## src/rtl/cic_decim_sequencer.sv

```systemverilog
// Strobe sequencer for a decimating CIC filter: rate counter, comb-stage strobe delay line,
// PRIME flush of stale comb history and output handshake. Optional macro CIC_SEQ_OVERRUN_CNT_EN.
module cic_decim_sequencer #(
    parameter int unsigned STAGES = 5,
    parameter int unsigned RATE_W = 12
) (
    input  logic              clock,
    input  logic              rst_n,
    input  logic              in_strobe,
    input  logic [RATE_W-1:0] rate,
    input  logic              rate_load,
    output logic [STAGES-1:0] comb_strobe,
    output logic              out_valid,
    input  logic              out_ready,
    output logic              overrun,
    output logic [7:0]        overrun_cnt,
    output logic [1:0]        state
);
    localparam int unsigned DW = $clog2(STAGES + 1);

    typedef enum logic [1:0] {
        IDLE  = 2'd0,
        PRIME = 2'd1,
        RUN   = 2'd2
    } state_t;

    state_t            state_q, state_d;
    logic [RATE_W-1:0] cnt_q, cnt_d;
    logic [RATE_W-1:0] r_q, r_d;
    logic [RATE_W-1:0] pend_rate_q, pend_rate_d;
    logic              pend_q, pend_d;
    logic [DW-1:0]     disc_q, disc_d;
    logic [STAGES-1:0] cs_q, cs_d;
    logic              valid_q, valid_d;
    logic              ovr_q, ovr_d;
    logic              boundary_c, end_c, ovr_event_c;
    logic [RATE_W-1:0] rate_clamped_c;

    assign rate_clamped_c = (rate < RATE_W'(2)) ? RATE_W'(2) : rate;
    assign boundary_c     = (state_q != IDLE) && in_strobe && (cnt_q == r_q - RATE_W'(1));
    assign end_c          = cs_q[STAGES-1];

    // State register and all registered outputs
    always_ff @(posedge clock) begin
        if (!rst_n) begin
            state_q     <= IDLE;
            cnt_q       <= '0;
            r_q         <= RATE_W'(2);
            pend_rate_q <= '0;
            pend_q      <= 1'b0;
            disc_q      <= '0;
            cs_q        <= '0;
            valid_q     <= 1'b0;
            ovr_q       <= 1'b0;
        end else begin
            state_q     <= state_d;
            cnt_q       <= cnt_d;
            r_q         <= r_d;
            pend_rate_q <= pend_rate_d;
            pend_q      <= pend_d;
            disc_q      <= disc_d;
            cs_q        <= cs_d;
            valid_q     <= valid_d;
            ovr_q       <= ovr_d;
        end
    end

    // Next-state, counter, delay line and handshake logic
    always_comb begin
        state_d     = state_q;
        cnt_d       = cnt_q;
        r_d         = r_q;
        pend_rate_d = pend_rate_q;
        pend_d      = pend_q;
        disc_d      = disc_q;
        valid_d     = valid_q;
        ovr_event_c = 1'b0;
        cs_d        = (cs_q << 1) | STAGES'(boundary_c);

        if (boundary_c) begin
            cnt_d = '0;
        end else if ((state_q != IDLE) && in_strobe) begin
            cnt_d = cnt_q + RATE_W'(1);
        end

        case (state_q)
            IDLE: begin
                if (rate_load) begin
                    r_d     = rate_clamped_c;
                    cnt_d   = '0;
                    disc_d  = '0;
                    valid_d = 1'b0;
                    state_d = PRIME;
                end
            end
            PRIME: begin
                if (end_c) begin
                    if (disc_q == DW'(STAGES - 1)) begin
                        disc_d  = '0;
                        state_d = RUN;
                    end else begin
                        disc_d = disc_q + DW'(1);
                    end
                end
            end
            RUN: begin
                if (valid_q && out_ready) begin
                    valid_d = 1'b0;
                end
                if (end_c) begin
                    ovr_event_c = valid_q && !out_ready;
                    valid_d     = 1'b1;
                end
            end
            default: state_d = IDLE;
        endcase

        // A pending rate takes effect only at a boundary; a load in the same cycle waits for the next one
        if (state_q != IDLE) begin
            if (boundary_c && pend_q) begin
                r_d         = pend_rate_q;
                pend_d      = 1'b0;
                disc_d      = '0;
                valid_d     = 1'b0;
                ovr_event_c = 1'b0;
                state_d     = PRIME;
            end
            if (rate_load) begin
                pend_d      = 1'b1;
                pend_rate_d = rate_clamped_c;
            end
        end

        ovr_d = ovr_event_c;
    end

`ifdef CIC_SEQ_OVERRUN_CNT_EN
    logic [7:0] ocnt_q;

    // Saturating overrun event counter
    always_ff @(posedge clock) begin
        if (!rst_n) begin
            ocnt_q <= 8'd0;
        end else if (ovr_event_c && (ocnt_q != 8'hFF)) begin
            ocnt_q <= ocnt_q + 8'd1;
        end
    end

    assign overrun_cnt = ocnt_q;
`else
    assign overrun_cnt = 8'd0;
`endif

    assign comb_strobe = cs_q;
    assign out_valid   = valid_q;
    assign overrun     = ovr_q;
    assign state       = state_q;

endmodule

```

## config.mk

```make
export PLATFORM = sky130hd
export DESIGN_NAME = cic_decim_sequencer
export DESIGN_NICKNAME = d
export VERILOG_FILES = /design/src/rtl/cic_decim_sequencer.sv
export SDC_FILE = /design/constraint.sdc
export NUM_CORES = 1
export LEC_CHECK = 0
export BUFFER_PORTS_ARGS = -buffer_cell sky130_fd_sc_hd__buf_4
export CAP_MARGIN = 5
export CORE_AREA = 2 2 76 78
export CTS_CLUSTER_SIZE = 40
export DETAILED_ROUTE_END_ITERATION = 12
export DIE_AREA = 0 0 78 80
export GPL_ROUTABILITY_DRIVEN = 0
export PLACE_DENSITY = 0.76
export SLEW_MARGIN = 20
export SYNTH_ARGS = -nofsm -noshare
export SYNTH_HDL_FRONTEND = slang
export SYNTH_SLANG_ARGS = --single-unit
```

## constraint.sdc

```tcl
create_clock -name clock -period 3.5 [get_ports clock]
set_input_delay 0.35 -clock clock [delete_from_list [all_inputs] [get_ports clock]]
set_output_delay 0.35 -clock clock [all_outputs]
set_load 0.02 [all_outputs]
```

# After elaboration in Yosys (flattened, before gate mapping)
# Index checks and enable logic that the tools add are counted.
# totals
ff_bits	49
input_bits	17
output_inout_bits	17
word_cells	62
# op_classes
add_sub_neg	3
n_lt_le_gt_ge	1
eq_ne	4
mux	33
bitwise	1
n_reduce_logical	11
# ops
op	count
$mux 12	9
$mux 3	5
$add 12x1->12 const B	1
$eq 12x12->1	1
$lt 12x2->1 const B	1
$sub 12x1->12 const B	1
$mux 1	11
$mux 2	5
$pmux 2 s3	1
$pmux 3 s2	1
$logic_and 1x1->1	5
$or 5x1->5	1
$reduce_and 2->1	2
$reduce_bool 2->1	2
$add 3x1->3 const B	1
$eq 3x3->1 const B	1
$eq 2x1->1 const B	1
$eq 2x2->1 const B	1
$logic_not 2->1	1
$pmux 1 s2	1
$logic_not 1->1	1

# Longest topological paths before layout
# Gate-level depths: netlist of the first run.
# depth
ltp_word	6
mapped_depth	11
ltp_nobuf	8

# Worst setup path before layout of the first run
# No wires, ideal clock.
# synth_path
path_kind	reg-to-reg
start	register r_q[0]
end	register r_q[1]
setup_ns	0.123
arrival_time_ns	2.296
required_ns	3.377
path_slack_ns	1.080
path_stages_with_launch	11
n_path_buf	2
period_less_slack_ns	2.420
path_cell_list	dfxtp_1 inv_1 ha_1 buf_2 o21ba_2 a221oi_1 a41o_1 nand4_1 nor4b_2 buf_6 mux2_1
# synth_via
elab_chain_cells	6
# synth_rtl
element	line_no	text
start, declared	29	logic [RATE_W-1:0] r_q, r_d;
start signal, assigned	58	r_q <= r_d;
$sub 12x1->12	40	assign boundary_c = (state_q != IDLE) && in_strobe && (cnt_q == r_q - RATE_W'(1));
$eq 12x12->1	40	
$logic_and 1x1->1	40	
$logic_and 1x1->1	120	if (boundary_c && pend_q) begin
$mux 12	120	
$mux 12	119	if (state_q != IDLE) begin
# Every way passes these cells.
# A chain may end at the register's enable or synchronous reset.

# Final worst setup path of the first run
# Same ends and word-level chain as after synthesis.

==> summary.txt, run 1 <==
Setup path
  • Reg2reg setup slack: about 650 ps
  • RR Endpoint: r_q[1]$_SDFF_PN1_
  • Reg2Reg Depth: 9
  • Crit start category: flip-flop
  • End of the critical path: r_q[1]$_SDFF_PN1_
  • Worst path arrival time: 3030 ps
  • Kind of end point of the critical path: flip-flop
  • Worst r2r src: r_q[0]$_SDFF_PN0_
  • Worst Path Required: roughly 3700 ps
  • Worst-path fanout max: 19
  • CP startpoint: r_q[0]$_SDFF_PN0_
  • Crit Path Class: flip-flop to flip-flop

Global route
  • Remaining global-route overflow: 0
  • Largest net degree at the start of global routing: 32
  • Antenna violations before repair: 0
  • Total GRT Usage: between 10% and 20%
  • First-pass GRT wire length: 9360 um
  • Number of global-route vias before repair: 2043

Clock tree
  • Clock Path Buffers: 2
  • Clock-pin transition on the worst setup and hold timing paths: 90 ps
  • CTS root buf: clkbuf_8
  • Number of H-tree levels: 2
  • Clk_lat worst skew: ~300 ps
  • Postcts setup bufs: 0
  • CTS-repair resized insts: 0
  • CTS tree: yes
  • Hold_buf cts: 0
  • Total clock sinks: about 50
  • TritonCTS buffer count: 5

Timing
  • Achievable Freq: approximately 350 MHz
  • Final worst slack: 654 ps
  • Final worst path period share: between 80% and 90%
  • Setup TNS: 0 ps
  • RSZ-0062 raised after global routing: no
  • Min cycle time layout: roughly 2800 ps
  • Hold Fails Final Rpt: 0
  • Setup violations, final: 0
  • Hold slack final: roughly 300 ps
  • Worst slew pin tran: approximately 1000 ps
  • Slew Limit Fails: 0
  • Relative slew slack: between 30% and 40%
  • Max Clock Skew: 9.29 ps

Yosys
  • Simple-gate share of the synthesized area: 25.0%
  • Synthesized flop and latch total: 49
  • Sequential-to-total area share from yosys stat: between 30% and 40%
  • Syn Std Cell Area: ~2700 um^2
  • Syn avg cell area: about 8.4 um^2
  • YS warnings: 0
  • Number of enable flip-flop cells after synthesis: 0
  • Post-synthesis mux area share: under 10%
  • Main combinational cell family by area after synthesis: simple AND/OR/NAND/NOR gates
  • Post-synth top flop: dfxtp_1
  • Post-Synthesis Cells: 315
  • Post-synthesis compound-gate area fraction: a little under an eighth
  • Post-synth cell types: 47
  • XOR/XNOR Fraction of Synth Area: 8.26%
  • Area share of fa/ha/maj cells after synthesis: 1.89%
  • Async SR Flop Fraction: 0%

Power
  • Static Leak: about 1.1 nW
  • NetSw: 0.000299 W
  • Peak supply drop: around 300 uV
  • Gate power share: about 14%
  • Net Sw Frac: about 26%
  • Clk pwr share: 34.5%
  • Internal Pwr Total: roughly 0.00086 W
  • PD cells: just under 400 nW/um^2
  • Sequential Power Share: approximately half

Place
  • Pre-CTS setup slack: between 600 and 700 ps
  • Placed cell areas: 2820 um^2
  • Hpwl dp: 3910 um
  • Input/output buffers: 25

Route
  • WL per Instance: between 10 and 15 um
  • Initial DRC Count: 85
  • Post-Route WL: 5380 um
  • Routed vias: 2151
  • DRT antenna net count: 0
  • Via/cell ratio: about 5.3
  • 1st-pass router iterations: 4
  • DRC errors left: 0

Worst hold path
  • Hold Startpoint: rate[6]
  • Worst min-delay path category: primary input to flip-flop

Cells and area
  • Nets: about 350
  • Fin area: around 2900 um^2
  • Share of cells above drive strength 1: 15.4%
  • Area taken by multi-input logic gates: around 1500 um^2
  • Filler instances: slightly below 500
  • Area delta synth->final: 10.8%
  • Reg area: between 900 and 1000 um^2
  • Commonest cells after routing, fill and taps aside: nand2_1, dfxtp_1, buf_4
  • Most common cell after layout, fill and taps aside: nand2_1
  • Ant diodes: 0

Run status
  • Status: complete, no violations

Floorplan
  • Top-level I/O count: 34
  • Core area: roughly 5400 um^2
  • Die footprint: 6240 um^2
  • Initial core utilization: about half
  • Row count: 27
  • Die Y: about 80 um
  • Die span in x: ~78 um

Flow run
  • Max Cap Viol: 0
-- cells by family (layout without fill, tap and decap cells) --
family                   after synthesis  after routing
multiplexers                          24             24
buffers and inverters                 31             41
AO/OA/AOI/OAI                         47             47
AND/OR/NAND/NOR                      134            134
flip-flops                            49             49
adder cells (fa/ha/maj)                4              4
XOR/XNOR                              25             25
other                                  1              8
-- routing by layer --
layer,part of all wire [%],GRT usage (%),up-vias
li1,-,-,1105
met4,0.56,7.54,0
met1,48,24.2,1007
met2,48,31.3,37
met3,2.6,3.39,2
met5,0,0,-
-- worst min-delay path by stage --
stage                                         to  slack [ps]  cells past startpoint
global route         pend_rate_q[6]$_SDFFE_PN0P_         300                      3
floorplan           pend_rate_q[10]$_SDFFE_PN0P_         440                      2
finish               pend_rate_q[6]$_SDFFE_PN0P_         300                      3
global placement       comb_strobe[4]$_SDFF_PN0_         440                      1
CTS                  pend_rate_q[6]$_SDFFE_PN0P_         290                      3
detailed placement   pend_rate_q[6]$_SDFFE_PN0P_         450                      2
-- worst max-delay path, stage by stage (launching register included) --
cell      delay [ps]
dfxtp_1          380
inv_1             80
ha_1             340
nor4b_4          330
a21boi_1         130
o41ai_1          350
a21oi_1          170
nor4b_4          260
buf_4            320
mux2_1           360
-- state kept, by name, summed over array words and instances, names as in the netlist --
| register | cells |
|---|---|
| pend_rate_q | 12 |
| out_valid | 1 |
| disc_q | 3 |
| state | 2 |
| overrun | 1 |
| comb_strobe | 5 |
| cnt_q | 12 |
| r_q | 12 |
| pend_q | 1 |
-- layout make-up --
cell class	instances	area share [%]
Clock buffer	6	2.47
Tap cell	72	3.07
Sequential cell	49	33.4
Multi-Input combinational cell	242	52.0
Clock inverter	2	1.32
Inverter	6	0.767
Timing Repair Buffer	27	6.91
-- synthesized netlist by cell type, drive strengths merged, types with 2 or more instances --
cell type  instances  share of area [%]
o21a               3               0.90
nand2b             3               0.71
nand3              8                1.5
nor3b              2               0.57
nor3              21                4.0
o21ai              5               0.94
a211oi             5                1.4
clkbuf            10                1.4
nand4              6                1.4
o211ai             2               0.57
a21o               2               0.57
xnor2             11                3.6
mux2              11                4.7
a31oi              3               0.71
a21oi             18                3.4
o21bai             2               0.57
dfxtp             49                 37
nand2             56                7.9
ha                 4                1.9
nor2              17                2.4
xor2              14                4.6
inv                5               0.71
nor4b              2                1.5
mux2i             13                4.9
nor4               5                1.7
and2               4               0.94
or2                2               0.47
nor2b              6                1.4
buf               15                4.4
-- power by group through the flow --
stage | combinational, W | sequential, W | clock (W)
after CTS | 0.000161 | 0.000600 | 0.000414
after floorplan | 0.000129 | 0.000605 | 0
final | 0.000161 | 0.000600 | 0.000400
after detailed placement | 0.000160 | 0.000613 | 0
after global routing | 0.000179 | 0.000604 | 0.000432
after global placement | 0.000156 | 0.000612 | 0
-- stage by stage --
step                cells  utilization, %  total power, W
finish                404            54.3         0.00116
floorplan             322               -        0.000734
CTS                   404            54.3         0.00118
detailed placement    396            52.2        0.000773
global route          404            54.3         0.00122
global placement      396            52.2        0.000768
Note: power is estimated with default switching activity, not from simulation.
==> inputs of run 2 (changes only) <==
--- a/config.mk
+++ b/config.mk
@@ -12,7 +12,7 @@
 export DETAILED_ROUTE_END_ITERATION = 12
 export DIE_AREA = 0 0 78 80
 export GPL_ROUTABILITY_DRIVEN = 0
-export PLACE_DENSITY = 0.76
+export PLACE_DENSITY = 0.79
 export SLEW_MARGIN = 20
 export SYNTH_ARGS = -nofsm -noshare
 export SYNTH_HDL_FRONTEND = slang
==> constraint.sdc (replaced) <==
create_clock -name clock -period 2.4 [get_ports clock]
set_input_delay 0.24 -clock clock [delete_from_list [all_inputs] [get_ports clock]]
set_output_delay 0.24 -clock clock [all_outputs]
set_load 0.02 [all_outputs]
==> summary.txt, run 2 (synthesis gave the netlist of run 1 again) <==
Run status
  • Status: complete, but fails checks
  • Failing checks: negative setup slack

Setup path
  • Worst Path Required: 2630 ps
  • Crit path max-delay family: buffers and inverters
  • RR Endpoint: r_q[3]$_SDFF_PN0_
  • Crit start category: flip-flop
  • Reg2reg setup slack: -30 ps
  • Worst path max stage delay: 340 ps
  • End of the critical path: r_q[3]$_SDFF_PN0_
  • Worst-path fanout max: 5
  • Worst path arrival time: 2670 ps
  • CP most frequent cell: buf_4
  • CP startpoint: r_q[5]$_SDFF_PN0_
  • Kind of end point of the critical path: flip-flop
  • Worst r2r src: r_q[5]$_SDFF_PN0_
  • Critical Path Stages: 11
  • Critical path's slowest cell: dfxtp_2
  • Reg2Reg Depth: 11
  • Worst path bufs/invs: 5
  • Crit Path Class: flip-flop to flip-flop
  • Cell breakdown of the critical path: buf_6, buf_4, nor4b_4, buf_4, nand3_1, o21bai_1, a21oi_2, nor4b_4, buf_4, buf_6, mux2i_1

Clock tree
  • CTS root buf: clkbuf_8
  • Clock Path Buffers: 2
  • TritonCTS buffer count: 5
  • Clock-pin transition on the worst setup and hold timing paths: ~100 ps
  • CTS tree: yes
  • Total clock sinks: 49
  • Number of H-tree levels: 2
  • Clk_lat worst skew: 310 ps

Power
  • Clk pwr share: between 30% and 40%
  • Gate power share: 17.3%
  • Net Sw Frac: 28.2%
  • Sequential Power Share: about half
  • NetSw: a little under 0.0005 W
  • Internal Pwr Total: about 0.0012 W
  • PD cells: roughly 550 nW/um^2
  • Peak supply drop: about 390 uV
  • Static Leak: roughly 1.2 nW

Floorplan
  • Core area: between 5000 and 6000 um^2
  • Die span in x: about 80 um
  • Top-level I/O count: 34
  • Initial core utilization: between 40% and 50%
  • Row count: 27
  • Die Y: approximately 80 um
  • Die footprint: around 6200 um^2

Global route
  • Total GRT Usage: 21.3%
  • Remaining global-route overflow: 0
  • Largest net degree at the start of global routing: 32
  • First-pass GRT wire length: about 10000 um
  • Number of global-route vias before repair: between 2000 and 2500
  • Antenna violations before repair: 0

Cells and area
  • Final cell count without fillers: about 430
  • Commonest cells after routing, fill and taps aside: nand2_1, buf_4, dfxtp_1
  • Area delta synth->final: 19.6%
  • Share of cells above drive strength 1: 24.9%
  • Largest registers: cnt_q: 12 flops, pend_rate_q: 12 flops, r_q: 12 flops
  • Fin area: about 3200 um^2
  • Nets: 374
  • Ant diodes: 0
  • Most common cell after layout, fill and taps aside: nand2_1

Timing
  • Hold Fails Final Rpt: 0
  • Final worst path period share: 101%
  • Hold slack final: 178 ps
  • Worst slew pin tran: 607 ps
  • Setup violations, final: 8
  • Min cycle time layout: ~2400 ps
  • Relative slew slack: about three fifths
  • Slew Limit Fails: 0
  • Final worst slack: -34.2 ps
  • RSZ-0062 raised after global routing: yes
  • Achievable Freq: just over 400 MHz
  • Max Clock Skew: about 14 ps

Route
  • Post-Route WL: between 6000 and 7000 um
  • Via/cell ratio: approximately 5.5
  • DRT antenna net count: 0
  • Routed vias: 2340
  • DRC errors left: 0
  • Initial DRC Count: approximately 140
  • WL per Instance: about 15 um
  • 1st-pass router iterations: 4

Place
  • Input/output buffers: 25
  • Placed cell areas: around 3000 um^2
  • Hpwl dp: between 4000 and 5000 um
  • Cells after DPL: 410

Worst hold path
  • Worst min-delay path category: primary input to flip-flop

Flow run
  • Max Cap Viol: 0
[run 2: changes by cell type in the layout (fill, tap and decap cells not counted), sizes merged]
cell / previous run / this run
buf: 27 / 49
bufinv: 1 / 0
inv: 5 / 6
[run 2: stage by stage]
stage	worst slack, ps	total power (W)	TNS (ps)	util (%)
6_report	-34.2	0.00174	-88.3	58.7
5_1_grt	-148	0.00180	-2090	58.7
4_1_cts	25.5	0.00172	0	57.5
3_5_place_dp	-131	0.00116	-1250	54.4
3_3_place_gp	104	0.00114	0	54.4
2_1_floorplan	9.80	0.00107	0	-
[run 2: power by group through the flow]
stage               Sequential [W]  Combinational (W)  Clock [W]
global placement          0.000879           0.000264          0
floorplan                 0.000882           0.000191          0
global route              0.000868           0.000327   0.000608
finish                    0.000866           0.000301   0.000569
CTS                       0.000862           0.000281   0.000574
detailed placement        0.000881           0.000275          0
[run 2: layer usage]
metal	GRT usage [%]	wire length, um	part of all wire, %
met5	0	0	0
met3	4.07	284	4.3
met1	25.8	2720	42
met2	37.3	3410	52
met4	8.25	127	1.9
[run 2: area by class of cell]
type / instances / area, um^2
clock buffers: 6 / 93.8
clock inverters: 2 / 13.8
fillers: 487 / 2230
inverters: 6 / 22.5
multi-input cells: 242 / 1580
flip-flops and latches: 49 / 988
well taps: 72 / 90.1
repair buffers: 49 / 380
[run 2: timing repair]
| action | in CTS | in global routing |
|---|---|---|
| endpoints found under the hold margin | 0 | 0 |
| setup endpoints to repair | 19 | 31 |
| cloned | 1 | 1 |
| gates resized for setup | 5 | 13 |
| buffers inserted | 4 | 2 |
| pin swaps | 2 | 8 |
| hold buffers | 0 | 0 |
[run 2: worst min-delay path by stage]
stage,from,endpoint,slack (ps),depth (start not counted)
3_3_place_gp,comb_strobe[3]$_SDFF_PN0_,comb_strobe[4]$_SDFF_PN0_,440,1
2_1_floorplan,rate[10],pend_rate_q[10]$_SDFFE_PN0P_,380,2
6_report,rate[6],pend_rate_q[6]$_SDFFE_PN0P_,180,3
4_1_cts,rate[6],pend_rate_q[6]$_SDFFE_PN0P_,170,3
5_1_grt,rate[6],pend_rate_q[6]$_SDFFE_PN0P_,180,3
3_5_place_dp,pend_rate_q[3]$_SDFFE_PN0P_,pend_rate_q[3]$_SDFFE_PN0P_,450,2
[run 2: worst register-to-register path, cell delays in order, from the launching register on]
cell and delay [ps]:
dfxtp_2 340, buf_6 120, buf_4 140, nor4b_4 310, buf_4 170, nand3_1 110
o21bai_1 230, a21oi_2 150, nor4b_4 230, buf_4 190, buf_6 130, mux2i_1 220
